--- src/rtl/demux_1x4_stream.sv ---
`default_nettype none
// ============================================================================
// Module      : demux_1x4_stream
// Description : Registered 1-to-4 stream demultiplexer with valid/ready
//               handshake on the input and on each of the four output slots.
//               Each accepted word is routed to the slot chosen by in_select
//               and held there until that destination takes it.
//               Optional broadcast mode, enabled by defining DEMUX_BCAST_EN,
//               adds an in_bcast input that loads a word into all four slots.
// Revision    : 1.0 - initial release
// ============================================================================
module demux_1x4_stream #(
    parameter int WIDTH = 8
) (
    input  logic             clk,
    input  logic             reset,
`ifdef DEMUX_BCAST_EN
    input  logic             in_bcast,
`endif
    input  logic [WIDTH-1:0] in_data,
    input  logic [1:0]       in_select,
    input  logic             in_valid,
    output logic             in_ready,
    output logic [WIDTH-1:0] out_data_0,
    output logic [WIDTH-1:0] out_data_1,
    output logic [WIDTH-1:0] out_data_2,
    output logic [WIDTH-1:0] out_data_3,
    output logic             out_valid_0,
    output logic             out_valid_1,
    output logic             out_valid_2,
    output logic             out_valid_3,
    input  logic             out_ready_0,
    input  logic             out_ready_1,
    input  logic             out_ready_2,
    input  logic             out_ready_3,
    output logic [3:0]       pending,
    output logic [7:0]       accept_count
);

    localparam logic [3:0] c_ALL_SLOTS = 4'b1111;

    logic [WIDTH-1:0] r_data [4];
    logic [3:0]       r_valid;
    logic [7:0]       r_count;

    logic [3:0]       w_out_ready;
    logic [3:0]       w_slot_free;
    logic [3:0]       w_sel_onehot;
    logic [3:0]       w_target;
    logic             w_in_ready;
    logic             w_accept;
    logic [3:0]       w_load;
    logic [3:0]       w_drain;

    assign w_out_ready  = {out_ready_3, out_ready_2, out_ready_1, out_ready_0};

    // A slot can take a new word if it is empty or being drained this cycle,
    // which gives pass-through ready and full throughput into one slot.
    assign w_slot_free  = ~r_valid | w_out_ready;
    assign w_sel_onehot = 4'b0001 << in_select;

    // Ready looks only at the slot(s) being targeted, so a stalled
    // unselected slot never blocks traffic to the others.
    always_comb begin
        w_target   = w_sel_onehot;
        w_in_ready = ~reset & w_slot_free[in_select];
`ifdef DEMUX_BCAST_EN
        if (in_bcast) begin
            w_target   = c_ALL_SLOTS;
            w_in_ready = ~reset & (&w_slot_free);
        end
`endif
    end

    assign w_accept = in_valid & w_in_ready;
    assign w_load   = {4{w_accept}} & w_target;
    assign w_drain  = r_valid & w_out_ready;

    generate
        for (genvar k = 0; k < 4; k++) begin : g_slot
            // Slot register: a load beats a drain so drain+reload keeps valid high;
            // data is left untouched on drain.
            always_ff @(posedge clk) begin
                if (reset) begin
                    r_data[k]  <= '0;
                    r_valid[k] <= 1'b0;
                end else if (w_load[k]) begin
                    r_data[k]  <= in_data;
                    r_valid[k] <= 1'b1;
                end else if (w_drain[k]) begin
                    r_valid[k] <= 1'b0;
                end
            end
        end
    endgenerate

    // Accepted-word counter; one count per accept even when broadcasting.
    always_ff @(posedge clk) begin
        if (reset) begin
            r_count <= '0;
        end else if (w_accept) begin
            r_count <= r_count + 8'd1;
        end
    end

    assign in_ready     = w_in_ready;
    assign out_data_0   = r_data[0];
    assign out_data_1   = r_data[1];
    assign out_data_2   = r_data[2];
    assign out_data_3   = r_data[3];
    assign out_valid_0  = r_valid[0];
    assign out_valid_1  = r_valid[1];
    assign out_valid_2  = r_valid[2];
    assign out_valid_3  = r_valid[3];
    assign pending      = r_valid & c_ALL_SLOTS;
    assign accept_count = r_count;

endmodule
`default_nettype wire

--- config.mk ---
export PLATFORM = sky130hd
export DESIGN_NAME = demux_1x4_stream
export DESIGN_NICKNAME = d
export VERILOG_FILES = /design/src/rtl/demux_1x4_stream.sv
export SDC_FILE = /design/constraint.sdc
export NUM_CORES = 1
export LEC_CHECK = 0
export BUFFER_PORTS_ARGS = -buffer_cell sky130_fd_sc_hd__buf_2
export CORE_MARGIN = 3
export CORE_UTILIZATION = 34
export CTS_CLUSTER_DIAMETER = 50
export DETAILED_ROUTE_END_ITERATION = 16
export PLACE_DENSITY_LB_ADDON = 0.12
export SYNTH_ARGS = -nofsm -noshare
export SYNTH_HDL_FRONTEND = slang
export SYNTH_SLANG_ARGS = --single-unit
--- constraint.sdc ---
create_clock -name clk -period 2.9 [get_ports clk]
set_input_delay 0.58 -clock clk [delete_from_list [all_inputs] [get_ports clk]]
set_output_delay 0.58 -clock clk [all_outputs]
set_load 0.03 [all_outputs]
[Yosys cells after proc, flatten, opt, wreduce, memory -nomap -nowiden]
Memories as Yosys holds them, arrays and structs flattened.
Cells that the tools add are included.
Word-level totals
  memories: 1
  output and inout bits: 49
  register bits after elaboration: 12
  word-level logic and storage cells: 52
  input bits: 17
  RAM bits: 32
Operators by class
  reduce and logical (&&, ||, !) cells: 4
  bitwise logic cells: 11
  shifts and indexed selects: 1
  add/sub/neg operators: 1
  $lt $le $gt $ge: 1
  muxes and demuxes: 28
Memory list
  r_data: depth 4, bits a word 8, read ports 4, clocked after Yosys merged registers in 0, write ports 4, RTL line 42  | logic [WIDTH-1:0] r_data [4];
Operators by type and width (number)
  $mux 8: 4
  $mux 1: 23
  $add 8x1->8 const B: 1
  $and 4x4->4: 2
  $reduce_bool 2->1: 4
  $not 4->4: 1
  $or 1x1->1: 4
  $or 4x4->4: 1
  $shl 1x2->4 const A: 1
  $lt 2x3->1 const B: 1
  $and 1x1->1: 2
  $bmux 1 s2: 1
  $not 1->1: 1

[Logic depth before layout (Yosys ltp)]
  depth after elaboration: 11
  gate-level depth with buffers: 6
  gate-level depth less buffers: 4

[Worst setup path after synthesis]
No wires, ideal clock.
  path type: input to output
  start point: input port out_ready_2
  end point: output port in_ready
  data required time: 2.320 ns
  setup slack: 0.597 ns
  stages on the path: 4
  arrival: 1.723 ns
  path buffers: 1
  cells stage by stage: nor2b_1 -> mux4_2 -> buf_2 -> nor2_1
Between the ends
  cells in the longest elaborated chain, start to end: 4
RTL lines
  start: declaration: RTL line 34  | input logic out_ready_2,
  $or 4x4->4: RTL line 59  | assign w_slot_free = ~r_valid | w_out_ready;
  $bmux 1 s2: RTL line 66  | w_in_ready = ~reset & w_slot_free[in_select];
  $mux 1 (implied by the code): RTL line 66
  $and 1x1->1: RTL line 66
  end: declaration: RTL line 23  | output logic in_ready,
No other way between the ends. The select of a mux whose other input is x is not followed.

[Worst setup path after layout]
  start point: input port in_select[0]
  end point: output port in_ready
Between the ends
  cells in the longest elaborated chain, start to end: 3
RTL lines
  start: declaration: RTL line 21  | input logic [1:0] in_select,
  $bmux 1 s2: RTL line 66
  $mux 1 (implied by the code): RTL line 66
  $and 1x1->1: RTL line 66
No other way between the ends. The select of a mux whose other input is x is not followed.

==> results.cfg <==
[floorplan]
start_util = 0.368
fp.dieH_microns = 79.2
boundaryPins = 66
rows = 25
die-area_sq_um = 6260
core_sq_um = 4940
die_w_microns = 79.2

[pwr]
internal_power_uw = 990
clkPwrFrac = 0.357
leakagePower_nw = 1.01
vdd_drop_max_mv = 0.356
p_sw_uw = 310
seqPwrFrac = 0.542
switching_share = 0.239
p_per_area_nw_per_um2 = 565
finalPower_mw = 1.30
pwr-share-comb = 0.101

[synthesis]
synth_edf_count = 32
ys_seq_elements = 44
synth.largest_area_cell = edfxtp_1
synth_nets = 158
ys_seq_area_frac = 0.660
syn_area_per_cell_sq_um = 13.0
synthTopCellsByCount = and2_1 (32), edfxtp_1 (32), dfxtp_1 (12), a21oi_1 (8)
synth.top_cell.area_share = 0.528
netlist_area_sq_um = 1820
synth_warnings = 0
async_reset_ff_frac = 0
synthFlopType = edfxtp_1
synth_cell_types = 26
ys_top_cells_by_area = edfxtp_1 (53%), dfxtp_1 (13%), and2_1 (11%)
syn-instance-count = 140

[finish]
num_antenna_cells = 0
regArea_sq_um = 1200
num-nets-final = 223
drive_gt1_frac = 0.403
n_fill_cell = 496
finish.utilization = 0.466
area_growth_pct = 26.5
multi_input_area_sq_um = 568

[route]
initialDrtViolationCount = 86
wire_per_inst_microns = 14.4
via_per_inst = 4.68
drcViolationCount = 0
drt_wl_total_microns = 3930
routed-via-count = 1277
first_pass_iters = 4
detail-route-antenna-nets = 0

[clocking]
cts_root_buf = clkbuf_8
cts_tree = done
cts_hold_buf = 0
cts_sinks = 44
post-cts-setup-buffers = 0
worst_skew_pair.late_latency_ns = 0.30
cts_buffers = 5
cts_resized = 0
h-tree-depth = 2
clockBufferDepth = 2
path_clk_slew_ns = 0.08

[global_routing]
antenna_found_initial = 0
grt_usage = 0.133
grt_max_degree = 20
grt.overflow.total = 0
grt_pass1_vias = 1248
grt_pass1_wl_microns = 6240

[place]
port-buffer-count = 65
place.gp.congestion = 0.788
dp_hpwl_microns = 2930

[run_status]
status = finished clean

[sta]
fmaxAchievable_ghz = 0.434
hold_viol = 0
finalClockSkew_ns = 0.00898
drv_slew = 0
fin_hold_ws_ns = 0.486
worstMarginPinSlew_ns = 0.660
min_period_ns = 2.31
finalSetupViolations = 0
min_period_over_period = 0.795
slew_headroom = 0.556
finalSetupTns_ns = 0
rsz0062_at_grt = no

[worst_setup_path]
slowest_stage = mux4_2
critPathLaunchType = input port
r2r_start = out_valid_2
path_cells = buf_2 > mux4_2 > nor2_1 > buf_2
end_kind = output port
critPathRequiredTime_ns = 2.32
crit_path_frequent_cell = buf_2
max_stage_delay_ns = 0.66
crit_arrival_ns = 1.73
startpoint = in_select[0]
critPathMaxFanout = 16
critPathKind = input port to output port

[hold_path]
min_path_type = flop to flop
holdCritStartpoint = accept_count[7]

[flow_run]
maxCapViolations = 0
[worst paths after layout]
| check | endpoint | slack [ns] | cells after the start |
|---|---|---|---|
| max reg2reg | accept_count[5] | 1.05 | 4 |
| min reg2reg | accept_count[7] | 0.49 | 2 |
| min | accept_count[7] | 0.49 | 2 |
| max | in_ready | 0.59 | 4 |
[per-stage QoR]
stage                     instances  worst slack, ns  cell area [sq um]
after floorplan                 140            0.597               1820
after global placement          265            0.616               2190
after detailed placement        265            0.588               2190
after CTS                       273            0.581               2300
after global routing            273            0.479               2300
final                           273            0.594               2300
[critical path: cells and delay by family]
kind / cells / cell delay (ns)
buf+inv: 2 / 0.35
mux: 1 / 0.66
simple gates: 1 / 0.12
[placed cells by master (no fill, tap or decap), types with 2 or more instances in the layout]
cell      instances
a21oi_1           8
and2_1           32
buf_2            65
clkbuf_8          5
dfxtp_1          12
edfxtp_1         32
nand2_1           3
nand2b_1          2
nand4_1           3
nor2_1            6
nor2b_1           6
nor4b_2           2
o21ai_0           5
o31ai_1           2
or2_2             4
or3_1             5
or4_1             2
[flip-flops by register name, summed over array words and instances (netlist names)]
register / count
accept_count: 8
r_data: 32
out_valid_0: 1
out_valid_3: 1
out_valid_1: 1
out_valid_2: 1
[power by group through the flow]
| stage | Clock (mW) | Sequential [mW] | Combinational, mW |
|---|---|---|---|
| finish | 0.464 | 0.704 | 0.132 |
| global route | 0.506 | 0.707 | 0.142 |
| CTS | 0.477 | 0.704 | 0.134 |
| detailed placement | 0 | 0.719 | 0.134 |
| global placement | 0 | 0.718 | 0.133 |
| floorplan | 0 | 0.765 | 0.0388 |
[layout make-up]
class                      instances  share of cell area
multi-input combinational         87               0.247
clock buffer                       5              0.0299
sequential                        44               0.522
tap                               67              0.0364
inverter                           1             0.00163
timing repair buffer              66               0.145
clock inverter                     3              0.0185
[per-layer routing]
layer,share of wire,track usage
met1,0.42,0.163
met2,0.48,0.220
met3,0.079,0.0363
met4,0.018,0.0567
met5,0,0
[cells by family after synthesis]
| family | share of synthesized area |
|---|---|
| buf+inv | 0.0275 |
| fa+ha+maj | 0.00688 |
| flops | 0.660 |
| compound gates | 0.0495 |
| mux | 0.0186 |
| simple gates | 0.237 |
Power figures use the tool's default switching activity.
